--- src/rtl/johnson_seq_ctrl.sv ---
// Johnson (twisted-ring) counter sequencer.
// Runs a programmed number of full ring revolutions and drives a one-hot phase decode.
module johnson_seq_ctrl #(
    parameter int WIDTH = 4,
    parameter int CNT_W = 8,
    localparam int IDX_W = $clog2(2*WIDTH)
) (
    input  logic               clk,
    input  logic               rst,
    input  logic               start,
    input  logic               stop,
    input  logic               hold,
    input  logic [CNT_W-1:0]   num_rev,
    output logic [WIDTH-1:0]   jc_out,
    output logic [IDX_W-1:0]   phase_idx,
    output logic [2*WIDTH-1:0] phase,
    output logic [CNT_W-1:0]   rev_cnt,
    output logic               busy,
    output logic               done,
    output logic               aborted
);

    typedef enum logic [1:0] {IDLE, RUN, DONE} state_t;

    // The last ring state has only the msb set; stepping out of it closes a revolution.
    localparam logic [WIDTH-1:0] LAST = WIDTH'(1) << (WIDTH-1);

    state_t           state, state_next;
    logic [WIDTH-1:0] jc_next;
    logic [CNT_W-1:0] rev_next;
    logic [CNT_W-1:0] num_lat, num_lat_next;
    logic             aborted_next;

    function automatic int popcount(input logic [WIDTH-1:0] v);
        int n;
        n = 0;
        for (int i = 0; i < WIDTH; i++) begin
            n += int'(v[i]);
        end
        return n;
    endfunction

    always_ff @(posedge clk or posedge rst) begin
        if (rst) begin
            state <= IDLE;
        end else begin
            state <= state_next;
        end
    end

    always_comb begin
        state_next   = state;
        jc_next      = jc_out;
        rev_next     = rev_cnt;
        num_lat_next = num_lat;
        aborted_next = 1'b0;
        case (state)
            IDLE: begin
                if (start) begin
                    rev_next     = '0;
                    num_lat_next = num_rev;
                    jc_next      = '0;
                    state_next   = (num_rev != '0) ? RUN : DONE;
                end
            end
            RUN: begin
                if (stop) begin
                    state_next   = IDLE;
                    jc_next      = '0;
                    aborted_next = 1'b1;
                end else if (!hold) begin
                    jc_next = {jc_out[WIDTH-2:0], ~jc_out[WIDTH-1]};
                    if (jc_out == LAST) begin
                        rev_next = rev_cnt + CNT_W'(1);
                        if (rev_next == num_lat) begin
                            state_next = DONE;
                        end
                    end
                end
            end
            DONE: begin
                state_next = IDLE;
            end
            default: begin
                state_next = IDLE;
            end
        endcase
    end

    always_ff @(posedge clk or posedge rst) begin
        if (rst) begin
            jc_out  <= '0;
            rev_cnt <= '0;
            num_lat <= '0;
            aborted <= 1'b0;
        end else begin
            jc_out  <= jc_next;
            rev_cnt <= rev_next;
            num_lat <= num_lat_next;
            aborted <= aborted_next;
        end
    end

    // Phase index counts ones on the rising half of the ring and mirrors on the falling half.
    always_comb begin
        int pop;
        int idx;
        pop = popcount(jc_out);
        idx = jc_out[WIDTH-1] ? (2*WIDTH - pop) : pop;
        phase_idx = IDX_W'(idx);
    end

    assign busy  = (state == RUN);
    assign done  = (state == DONE);
    assign phase = busy ? ((2*WIDTH)'(1) << phase_idx) : '0;

endmodule

--- config.mk ---
export PLATFORM = sky130hd
export DESIGN_NAME = johnson_seq_ctrl
export DESIGN_NICKNAME = d
export VERILOG_FILES = /design/src/rtl/johnson_seq_ctrl.sv
export SDC_FILE = /design/constraint.sdc
export NUM_CORES = 1
export LEC_CHECK = 0
export ABC_CLOCK_PERIOD_IN_PS = 2530
export BUFFER_PORTS_ARGS = -buffer_cell sky130_fd_sc_hd__clkbuf_2
export CAP_MARGIN = 10
export CELL_PAD_IN_SITES_DETAIL_PLACEMENT = 2
export CELL_PAD_IN_SITES_GLOBAL_PLACEMENT = 2
export CORE_ASPECT_RATIO = 2
export CORE_UTILIZATION = 28
export CTS_BUF_LIST = sky130_fd_sc_hd__clkbuf_16
export DETAILED_ROUTE_END_ITERATION = 10
export GPL_ROUTABILITY_DRIVEN = 0
export PLACE_DENSITY_LB_ADDON = 0.1
export REMOVE_ABC_BUFFERS = 1
export SYNTH_ARGS = -nofsm -noshare
export SYNTH_HDL_FRONTEND = slang
export SYNTH_SLANG_ARGS = --single-unit
--- constraint.sdc ---
create_clock -name clk -period 2.53 [get_ports clk]
set_input_delay 0.253 -clock clk [delete_from_list [all_inputs] [get_ports clk]]
set_output_delay 0.253 -clock clk [all_outputs]
set_load 0.01 [all_outputs]
## After elaboration in Yosys (flattened, before gate mapping)

Cells that the tools add are included.

- Register bits after elaboration: 23
- Logic and storage cells: 50

- Add/sub/neg operators: 5
- Eq/ne operators: 11
- Shift operators: 1
- Muxes and demuxes: 20
- Bitwise gates (word level): 1
- Reductions and logical operators: 7

Operators by type and width:

| cell | number |
|---|---|
| $mux 8 | 5 |
| $pmux 8 s2 | 1 |
| $mux 2 | 6 |
| $mux 4 | 3 |
| $add 8x1->8 const B | 1 |
| $eq 8x8->1 | 1 |
| $pmux 4 s2 | 1 |
| $reduce_bool 8->1 | 1 |
| $shl 1x3->8 const A | 1 |
| $ne 2x2->1 const B | 3 |
| $ne 3x2->1 const B | 2 |
| $reduce_and 5->1 | 1 |
| $eq 4x4->1 const B | 1 |
| $pmux 2 s2 | 1 |
| $reduce_and 4->1 | 1 |
| $add 2x1->3 | 1 |
| $add 3x1->3 | 1 |
| $mux 3 | 1 |
| $ne 3x3->1 const B | 1 |
| $reduce_and 3->1 | 1 |
| $sub 1x3->3 const A | 1 |
| $add 1x1->2 | 1 |
| $eq 2x1->1 const B | 1 |
| $eq 2x2->1 const B | 1 |
| 6 further kinds | 7 |

## Depth between registers and ports, before layout

Gate-level depths: netlist of run 1.

- Depth in word-level cells: 7
- Mapped depth: 9
- Depth with buffers taken out: 9

## Worst setup path before layout of run 1

Ideal clock, no wire load.

- Path kind: register to output
- From: register jc_out[0]
- To: output phase[0]
- Arrival: 2563 ps
- Data required time: 2277 ps
- Path slack: -286 ps
- Cell stages (with the launch flop): 9
- Buffers on the path: 0
- Cell sequence: dfrtp_1 fa_1 ha_1 inv_1 ha_1 nand2_1 o21ai_0 or2_2 nor3_1

- Word-level cells in the longest chain between the ends: 7

Ends and longest elaborated chain:

| item | line | RTL |
|---|---|---|
| start: declaration | 14 | `output logic [WIDTH-1:0] jc_out,` |
| start signal: assignment | 97 | `jc_out <= jc_next;` |
| $add 1x1->2 * | 38 | `n += int'(v[i]);` |
| $add 2x1->3 * | 38 |  |
| $add 3x1->3 * | 38 |  |
| $sub 1x3->3 | 109 | `idx = jc_out[WIDTH-1] ? (2*WIDTH - pop) : pop;` |
| $mux 3 * | 109 |  |
| named net phase_idx[0] | 15 | `output logic [IDX_W-1:0] phase_idx,` |
| $shl 1x3->8 * | 115 | `assign phase = busy ? ((2*WIDTH)'(1) << phase_idx) : '0;` |
| $mux 8 * | 115 |  |
| end: declaration | 16 | `output logic [2*WIDTH-1:0] phase,` |

The timed path passes the listed nets; every way through them passes the cells marked *.

## Worst setup path after layout of run 1

- From: register jc_out[0]
- To: output phase[6]

- Word-level cells in the longest chain between the ends: 7

Ends and longest elaborated chain:

| item | line |
|---|---|
| $add 1x1->2 * | 38 |
| $add 2x1->3 * | 38 |
| $add 3x1->3 * | 38 |
| $sub 1x3->3 | 109 |
| $mux 3 * | 109 |
| $shl 1x3->8 * | 115 |
| $mux 8 * | 115 |

Mark *: on every way between the ends. The rest lies on a longest branch, timed or not.

==> impl_metrics.csv, run 1 <==
group,metric,value,unit
critical_path,regToRegStartpoint,"rev_cnt[1]$_DFFE_PP0P_",
finish,final_area,1950,µm²
clock_tree,hold_buffers,0,
critical_path,reg2reg_slack,0.34,ns
timing,hold_viol_final,0,
yosys,syn_area,1460,µm²
yosys,synth_warnings,0,
clock_tree,clock-root-buffer,"clkbuf_16",
finish,final.fill_count,569,
timing,finalSetupViolCount,9,
status,violations,"setup timing",
critical_path,cp_max_fo,4,
detailed_routing,wire_per_inst,18.3,µm
clock_tree,cts_sinks,23,
grt,grt_max_degree,24,
hold_path,hold_path.class,"primary input to asynchronous set/reset pin",
detailed_routing,drt-initial-drc-count,9,
finish,instances_no_fill,261,
floorplan,placeableCoreArea,4950,µm²
detailed_routing,vias_per_cell,5.18,
timing,setup_ws,-0.316,ns
critical_path,path_depth,11,
clock_tree,insertion_delay,0.26,ns
finish,regArea,576,µm²
power_and_ir_drop,p_per_area,548,nW/µm²
power_and_ir_drop,netSwitchingFraction,30.4,%
critical_path,path_class,"flop to output pin",
finish,final_cell_mix,"clkbuf_2, dfrtp_1, o21ai_0, nand2_1, buf_4",
yosys,synth.distinct_cells,39,
timing,post-route-period-util,112,%
clock_tree,cts_tree,"yes",
critical_path,path_cells,"fa_1 -> ha_2 -> ha_4 -> inv_2 -> ha_4 -> nand2b_4 -> xnor2_4 -> buf_6 -> nand2_2 -> nor3_2 -> buf_2",
finish,utilization,39.4,%
detailed_routing,route.detailed.drc,0,
timing,min_period,2.85,ns
critical_path,worstSetupEndpoint,"phase[6]",
finish,multi_input_area,898,µm²
critical_path,crit_buf_inv,3,
finish,syn_to_final_growth,33.8,%
detailed_routing,drtPass1Iterations,3,
floorplan,initial_utilization,29.4,%
power_and_ir_drop,combPwrFrac,25.3,%
yosys,synth_edf_count,0,
placed_design,portBuffers,38,
status,outcome,"complete, but fails checks",
power_and_ir_drop,clock_power_share,33.5,%
grt,grt_pass1_vias,1546,
floorplan,dieHeight,104,µm
yosys,async_flop_share,100,%
grt,overflow,0,
power_and_ir_drop,fin_total_pwr,1.07,mW
placed_design,placed_cells,255,
yosys,avgSynthCellArea,9.23,µm²
power_and_ir_drop,switchingPower,0.325,mW
floorplan,io_pins,39,
yosys,ys_ff_latch,23,
finish,drive_gt1_share,40.7,%
floorplan,rows,36,
placed_design,placed_area,1740,µm²
clock_tree,clock_path_buffers,2,
yosys,synthTopCellsByArea,"dfrtp_1, o21ai_0, mux2_2, ha_1, xor2_1",
grt,grt_use_total,18.8,%
clock_tree,cts_htree_levels,1,
floorplan,dieArea,5520,µm²
placed_design,post-dp-hpwl,3780,µm
finish,antenna_cells,0,
grt,antenna_found_initial,0,
clock_tree,path_clk_slew,0.06,ns
timing,worstMarginPinSlew,0.948,ns
critical_path,worst_r2r_path_depth,7,
power_and_ir_drop,total_leakage_power,0.904,nW
finish,final_common_cell,"clkbuf_2",
yosys,synth_ff_type,"dfrtp_1",
timing,rsz0062_at_grt,"yes",
clock_tree,numCtsBuffers,3,
critical_path,required,2.28,ns
critical_path,reg2reg_to,"state[0]$_DFFE_PP0P_",
detailed_routing,vias,1352,
detailed_routing,postRouteAntennaNets,0,
power_and_ir_drop,p_seq_share,41.3,%
yosys,synth_top_area_share,39.5,%
yosys,synth.largest_area_cell,"dfrtp_1",
critical_path,crit_path_frequent_cell,"ha_4",
yosys,synth.yosys.seq_area_share,39.5,%
timing,max_slew_margin,36.7,%
timing,drv_slew,0,
placed_design,dp_slack,-0.356,ns
power_and_ir_drop,irDropWorstVdd,0.306,mV
critical_path,arrival,2.59,ns
timing,skew,0.00204,ns
critical_path,end_kind,"output pin",
critical_path,slowest_delay,0.48,ns
yosys,synthCells,158,
finish,fin_nets,224,
power_and_ir_drop,p_int,0.744,mW
grt,grt_pass1_wl,7530,µm
detailed_routing,wl,4770,µm
critical_path,setup.worst_path.start_class,"flop",
floorplan,die_x,53.0,µm
critical_path,path_delay_family,"adder cells",
job,maxCapViolCount,0,
critical_path,worstSetupStartpoint,"jc_out[0]$_DFFE_PP0P_",
timing,max_freq,351,MHz
critical_path,slowest_stage,"fa_1",
## synth_stat cells, types with 3 or more instances
library cell / count
nand3_1: 8
dfrtp_1: 23
xnor2_1: 5
a21oi_1: 5
nor4_1: 3
ha_1: 5
nand2b_1: 4
inv_1: 7
xor2_1: 7
o21ai_0: 19
nor2_1: 10
mux2_2: 8
nor3_1: 6
nand2_1: 12
## flip-flops by register name, summed over array words and instances, names as in the netlist
| signal | flops |
|---|---|
| jc_out | 4 |
| rev_cnt | 8 |
| num_lat | 8 |
| aborted | 1 |
| state | 2 |
## logic make-up (layout without fill, tap and decap cells)
logic type	after synthesis	after routing	synth area share, %
AND/OR/NAND/NOR	62	62	23.2
AO/OA/AOI/OAI	30	30	11.2
flip-flops	23	23	39.5
buffers and inverters	16	62	6.43
XOR/XNOR	12	12	7.20
multiplexers	9	9	6.86
adder cells (fa/ha/maj)	6	6	5.66
## power by group through the flow
stage / clock network [mW] / logic (mW) / registers (mW)
global route: 0.375 / 0.295 / 0.446
CTS: 0.368 / 0.271 / 0.442
floorplan: 0 / 0.152 / 0.441
global placement: 0 / 0.233 / 0.448
finish: 0.358 / 0.270 / 0.441
detailed placement: 0 / 0.247 / 0.450
## final cells by class
class | count | area share [%]
multi-input cells | 119 | 46.0
repair buffers | 49 | 14.5
well taps | 57 | 3.65
clock inverters | 1 | 0.256
inverters | 9 | 2.24
flip-flops and latches | 23 | 29.5
clock buffers | 3 | 3.85
## metal layers
layer  GRT usage (%)  wire (µm)
met1            16.9       1570
met2            37.3       2940
met4            9.02        153
met5               0          0
met3            2.05        108
## worst min-delay path by stage
| stage | from | end | slack, ns | depth (start not counted) |
|---|---|---|---|---|
| 6_report | rst | jc_out[2]$_DFFE_PP0P_ | 0.18 | 2 |
| 5_1_grt | rst | jc_out[2]$_DFFE_PP0P_ | 0.26 | 2 |
| 4_1_cts | rst | jc_out[2]$_DFFE_PP0P_ | 0.22 | 2 |
| 3_5_place_dp | rst | jc_out[2]$_DFFE_PP0P_ | 0.51 | 2 |
| 3_3_place_gp | rst | jc_out[2]$_DFFE_PP0P_ | 0.47 | 2 |
| 2_1_floorplan | rst | aborted$_DFF_PP0_ | 0.25 | 1 |
## stage by stage
| stage | setup TNS (ns) | hold WS [ns] |
|---|---|---|
| 3_3_place_gp | -0.779 | 0.467 |
| 5_1_grt | -3.07 | 0.257 |
| 6_report | -2.45 | 0.177 |
| 4_1_cts | -2.97 | 0.222 |
| 3_5_place_dp | -1.74 | 0.505 |
| 2_1_floorplan | -1.27 | 0.255 |
## repair_timing
| action | 4_1_cts | 5_1_grt |
|---|---|---|
| setup buffers | 2 | 0 |
| resized for setup | 15 | 17 |
| setup endpoints to repair | 10 | 9 |
| cloned | 0 | 0 |
| pin swaps | 8 | 4 |
(Power assumes the default switching activity.)
==> inputs of run 2 (changes only) <==
- SKIP_LAST_GASP: default -> 1
==> impl_metrics.csv, run 2 (synthesis gave the netlist of run 1 again) <==
group,metric,value,unit
clock_tree,cts_sinks,23,
critical_path,path_class,"flop to output pin",
detailed_routing,drt-initial-drc-count,9,
detailed_routing,postRouteAntennaNets,0,
clock_tree,cts_tree,"yes",
grt,grt_pass1_wl,7530,µm
floorplan,dieHeight,104,µm
detailed_routing,wire_per_inst,18.3,µm
floorplan,dieArea,5520,µm²
power_and_ir_drop,p_per_area,548,nW/µm²
grt,overflow,0,
status,violations,"setup timing",
finish,final.fill_count,569,
clock_tree,clock-root-buffer,"clkbuf_16",
timing,final.setup.tns,-2.45,ns
timing,setup_ws,-0.316,ns
clock_tree,path_clk_slew,0.06,ns
placed_design,placed_cells,255,
critical_path,cp_max_fo,4,
critical_path,slowest_stage,"fa_1",
power_and_ir_drop,irDropWorstVdd,0.306,mV
critical_path,worst_r2r_path_depth,7,
timing,finalSetupViolCount,9,
timing,hold_viol_final,0,
finish,top_regs,"num_lat: 8 flops, rev_cnt: 8 flops, jc_out: 4 flops",
floorplan,initial_utilization,29.4,%
detailed_routing,wl,4770,µm
critical_path,end_kind,"output pin",
placed_design,post-dp-hpwl,3780,µm
detailed_routing,drtPass1Iterations,3,
floorplan,io_pins,39,
clock_tree,insertion_delay,0.26,ns
placed_design,portBuffers,38,
timing,rsz0062_at_grt,"yes",
timing,skew,0.00204,ns
finish,final_common_cell,"clkbuf_2",
timing,min_period,2.85,ns
timing,drv_slew,0,
clock_tree,numCtsBuffers,3,
finish,drive_gt1_share,40.7,%
job,maxCapViolCount,0,
floorplan,die_x,53.0,µm
detailed_routing,vias,1352,
status,outcome,"complete, but fails checks",
clock_tree,clock_path_buffers,2,
critical_path,arrival,2.59,ns
grt,antenna_found_initial,0,
floorplan,placeableCoreArea,4950,µm²
finish,instances_no_fill,261,
critical_path,required,2.28,ns
detailed_routing,route.detailed.drc,0,
floorplan,rows,36,
finish,fin_nets,224,
hold_path,hold_path.class,"primary input to asynchronous set/reset pin",
finish,syn_to_final_growth,33.8,%
grt,grt_max_degree,24,
finish,multi_input_area,898,µm²
critical_path,slowest_delay,0.48,ns
finish,final_cell_mix,"clkbuf_2, dfrtp_1, o21ai_0, nand2_1, buf_4",
critical_path,crit_path_frequent_cell,"ha_4",
critical_path,setup.worst_path.start_class,"flop",
timing,max_slew_margin,36.7,%
finish,antenna_cells,0,
timing,max_freq,351,MHz
grt,grt_use_total,18.8,%
critical_path,path_cells,"fa_1 -> ha_2 -> ha_4 -> inv_2 -> ha_4 -> nand2b_4 -> xnor2_4 -> buf_6 -> nand2_2 -> nor3_2 -> buf_2",
clock_tree,cts_htree_levels,1,
power_and_ir_drop,total_leakage_power,0.904,nW
timing,worstMarginPinSlew,0.948,ns
grt,grt_pass1_vias,1546,
timing,post-route-period-util,112,%
detailed_routing,vias_per_cell,5.18,
clock_tree,hold_buffers,0,
finish,regArea,576,µm²
## run 2: cell counts in the layout (fill, tap and decap cells not counted)
Identical to the previous run, type by type.
## run 2: final timing paths
| kind | from | to | slack, ns |
|---|---|---|---|
| max reg2reg | rev_cnt[1]$_DFFE_PP0P_ | state[0]$_DFFE_PP0P_ | 0.34 |
| min | rst | jc_out[2]$_DFFE_PP0P_ | 0.18 |
| min reg2reg | num_lat[4]$_DFFE_PP0P_ | num_lat[4]$_DFFE_PP0P_ | 0.54 |
| max in group asynchronous | rst | jc_out[3]$_DFFE_PP0P_ | 1.78 |
| min in group clk | num_rev[3] | num_lat[3]$_DFFE_PP0P_ | 0.24 |
| max | jc_out[0]$_DFFE_PP0P_ | phase[6] | -0.32 |
## run 2: area by class of cell
| cell class | instances | area share [%] |
|---|---|---|
| clock buffer | 3 | 3.85 |
| clock inverter | 1 | 0.256 |
| inverter | 9 | 2.24 |
| multi-input combinational | 119 | 46.0 |
| sequential | 23 | 29.5 |
| tap | 57 | 3.65 |
| timing repair buffer | 49 | 14.5 |
## run 2: per-stage QoR
step / total power, mW / util, % / cell area, µm² / setup slack [ns] / hold WS (ns)
final: 1.07 / 39.4 / 1950 / -0.316 / 0.177
after global routing: 1.12 / 39.4 / 1950 / -0.405 / 0.257
after CTS: 1.08 / 38.5 / 1910 / -0.412 / 0.222
after detailed placement: 0.696 / 35.1 / 1740 / -0.356 / 0.505
after global placement: 0.681 / 35.1 / 1740 / -0.200 / 0.467
after floorplan: 0.593 / - / 1410 / -0.286 / 0.255
## run 2: per-layer routing
layer	share of wire (%)	GRT usage [%]	up-vias
met4	3.2	9.02	0
met5	0	0	-
met3	2.3	2.05	9
li1	-	-	636
met1	33	16.9	682
met2	62	37.3	25
## run 2: what timing repair did
| action | in CTS | in global routing |
|---|---|---|
| buffers inserted | 2 | 0 |
| pin swaps | 8 | 4 |
| gates resized for setup | 15 | 17 |
| endpoints found under the setup margin | 10 | 9 |
| cloned | 0 | 0 |
## run 2: critical path: cells and delay by family (launching register included)
kind | cells | cell delay, ns
DFF | 1 | 0.40
xor gates and xnor gates | 1 | 0.15
adders and majority gates | 4 | 1.08
and+or+nand+nor | 3 | 0.34
buffers and inverters | 3 | 0.34
## run 2: power breakdown
group,switching (mW),internal (mW)
clock,0.145,0.213
combinational,0.145,0.126
sequential,0.0357,0.406
==> inputs of run 3 (changes only) <==
- PLACE_DENSITY: default -> 0.77
- PLACE_DENSITY_LB_ADDON: 0.1 -> default
- SKIP_LAST_GASP: 1 -> default
==> impl_metrics.csv, run 3 (synthesis gave the netlist of run 1 again) <==
group,metric,value,unit
timing,max_slew_margin,36.7,%
timing,setup_ws,-0.347,ns
clock_tree,cts_htree_levels,1,
grt,busiest_layer,"met2",
floorplan,initial_utilization,29.4,%
finish,drive_gt1_share,40.9,%
floorplan,placeableCoreArea,4950,µm²
timing,max_freq,348,MHz
clock_tree,hold_buffers,0,
placed_design,post-dp-hpwl,3490,µm
finish,syn_to_final_growth,37.1,%
timing,final.setup.tns,-2.73,ns
power_and_ir_drop,netSwitchingFraction,29.4,%
detailed_routing,wl,4740,µm
status,outcome,"complete, but fails checks",
floorplan,io_pins,39,
grt,overflow,0,
status,violations,"setup timing",
critical_path,worst_r2r_path_depth,7,
critical_path,setup.worst_path.start_class,"flop",
detailed_routing,postRouteAntennaNets,0,
detailed_routing,vias,1372,
finish,antenna_cells,0,
detailed_routing,route.detailed.drc,0,
floorplan,dieArea,5520,µm²
finish,final.fill_count,575,
detailed_routing,vias_per_cell,5.18,
grt,grt_use_total,19.2,%
timing,skew,0.00382,ns
finish,top_regs,"num_lat: 8 flops, rev_cnt: 8 flops, jc_out: 4 flops",
grt,antenna_found_initial,0,
floorplan,rows,36,
finish,final_area,2000,µm²
grt,grt_util_met3,2.63,%
detailed_routing,wire_per_inst,17.9,µm
finish,fin_nets,228,
clock_tree,numCtsBuffers,3,
grt,grt_max_degree,24,
power_and_ir_drop,p_per_area,528,nW/µm²
placed_design,placed_area,1740,µm²
critical_path,reg2reg_slack,0.38,ns
detailed_routing,drtPass1Iterations,3,
power_and_ir_drop,total_leakage_power,0.944,nW
critical_path,arrival,2.62,ns
clock_tree,cts_tree,"yes",
power_and_ir_drop,clock_power_share,32.9,%
finish,final_common_cell,"clkbuf_2",
power_and_ir_drop,p_seq_share,41.7,%
grt,grt_pass1_wl,7770,µm
clock_tree,insertion_delay,0.26,ns
power_and_ir_drop,switchingPower,0.310,mW
grt,met2_usage,36.2,%
floorplan,dieHeight,104,µm
timing,drv_slew,0,
hold_path,hold_path.class,"primary input to asynchronous set/reset pin",
timing,hold_viol_final,0,
grt,grt_pass1_vias,1515,
timing,rsz0062_at_grt,"yes",
timing,finalSetupViolCount,9,
critical_path,reg2reg_to,"state[0]$_DFFE_PP0P_",
power_and_ir_drop,p_int,0.745,mW
detailed_routing,drt-initial-drc-count,9,
clock_tree,clock_path_buffers,2,
clock_tree,cts_sinks,23,
finish,final_cell_mix,"clkbuf_2, dfrtp_1, o21ai_0, nand2_1, buf_4",
timing,worstMarginPinSlew,0.948,ns
grt,use_met1,20.8,%
floorplan,die_x,53.0,µm
job,maxCapViolCount,0,
clock_tree,clock-root-buffer,"clkbuf_16",
power_and_ir_drop,irDropWorstVdd,0.329,mV
power_and_ir_drop,combPwrFrac,25.4,%
critical_path,cp_max_fo,4,
critical_path,path_class,"flop to output pin",
clock_tree,path_clk_slew,0.06,ns
timing,min_period,2.88,ns
placed_design,portBuffers,38,
critical_path,end_kind,"output pin",
critical_path,required,2.28,ns
timing,post-route-period-util,114,%
critical_path,regToRegStartpoint,"rev_cnt[1]$_DFFE_PP0P_",
-- run 3: layout make-up --
type	count	area [µm²]	area share, %
clock buffers	3	75.1	3.75
well taps	57	71.3	3.56
multi-input cells	119	895	44.7
clock inverters	1	3.75	0.188
flip-flops and latches	23	576	28.8
inverters	9	46.3	2.31
repair buffers	53	334	16.7
-- run 3: metal layers --
metal	part of all wire [%]	vias to the layer above
met5	0	-
met4	1.0	0
met3	2.0	4
met2	60	25
met1	37	691
li1	-	652
-- run 3: repair_timing --
action | 4_1_cts | 5_1_grt
setup endpoints to repair | 10 | 10
pin swaps | 4 | 5
buffers inserted | 4 | 2
resized for setup | 24 | 15
-- run 3: worst max-delay path by stage --
stage | startpoint | endpoint | slack (ns) | cells past startpoint
floorplan | jc_out[0]$_DFFE_PP0P_ | phase[0] | -0.29 | 8
global placement | jc_out[0]$_DFFE_PP0P_ | phase[0] | -0.17 | 10
detailed placement | jc_out[0]$_DFFE_PP0P_ | phase[0] | -0.25 | 10
CTS | jc_out[3]$_DFFE_PP0P_ | phase[2] | -0.41 | 11
global route | jc_out[0]$_DFFE_PP0P_ | phase[2] | -0.42 | 11
finish | jc_out[0]$_DFFE_PP0P_ | phase[2] | -0.35 | 11
-- run 3: stage by stage --
step / hold WS, ns / total power, mW / utilization (%) / std cells / worst slack, ns
2_1_floorplan: 0.255 / 0.593 / - / 151 / -0.286
3_3_place_gp: 0.483 / 0.679 / 35.1 / 255 / -0.171
3_5_place_dp: 0.498 / 0.688 / 35.1 / 255 / -0.251
4_1_cts: 0.223 / 1.06 / 39.5 / 263 / -0.414
5_1_grt: 0.254 / 1.11 / 40.4 / 265 / -0.421
6_report: 0.184 / 1.06 / 40.4 / 265 / -0.347
-- run 3: power by group through the flow --
| stage | clock (mW) | combinational (mW) | sequential (mW) |
|---|---|---|---|
| after floorplan | 0 | 0.152 | 0.441 |
| after global placement | 0 | 0.233 | 0.446 |
| after detailed placement | 0 | 0.240 | 0.448 |
| after CTS | 0.354 | 0.267 | 0.440 |
| after global routing | 0.365 | 0.296 | 0.445 |
| final | 0.347 | 0.269 | 0.440 |
-- run 3: critical path: stages (launching register included) --
cell	delay [ns]
dfrtp_1	0.40
fa_1	0.50
ha_2	0.21
ha_4	0.27
inv_4	0.04
ha_4	0.14
nand2b_4	0.15
xnor2_4	0.15
buf_6	0.13
nand2b_4	0.13
nor3_2	0.09
buf_2	0.16
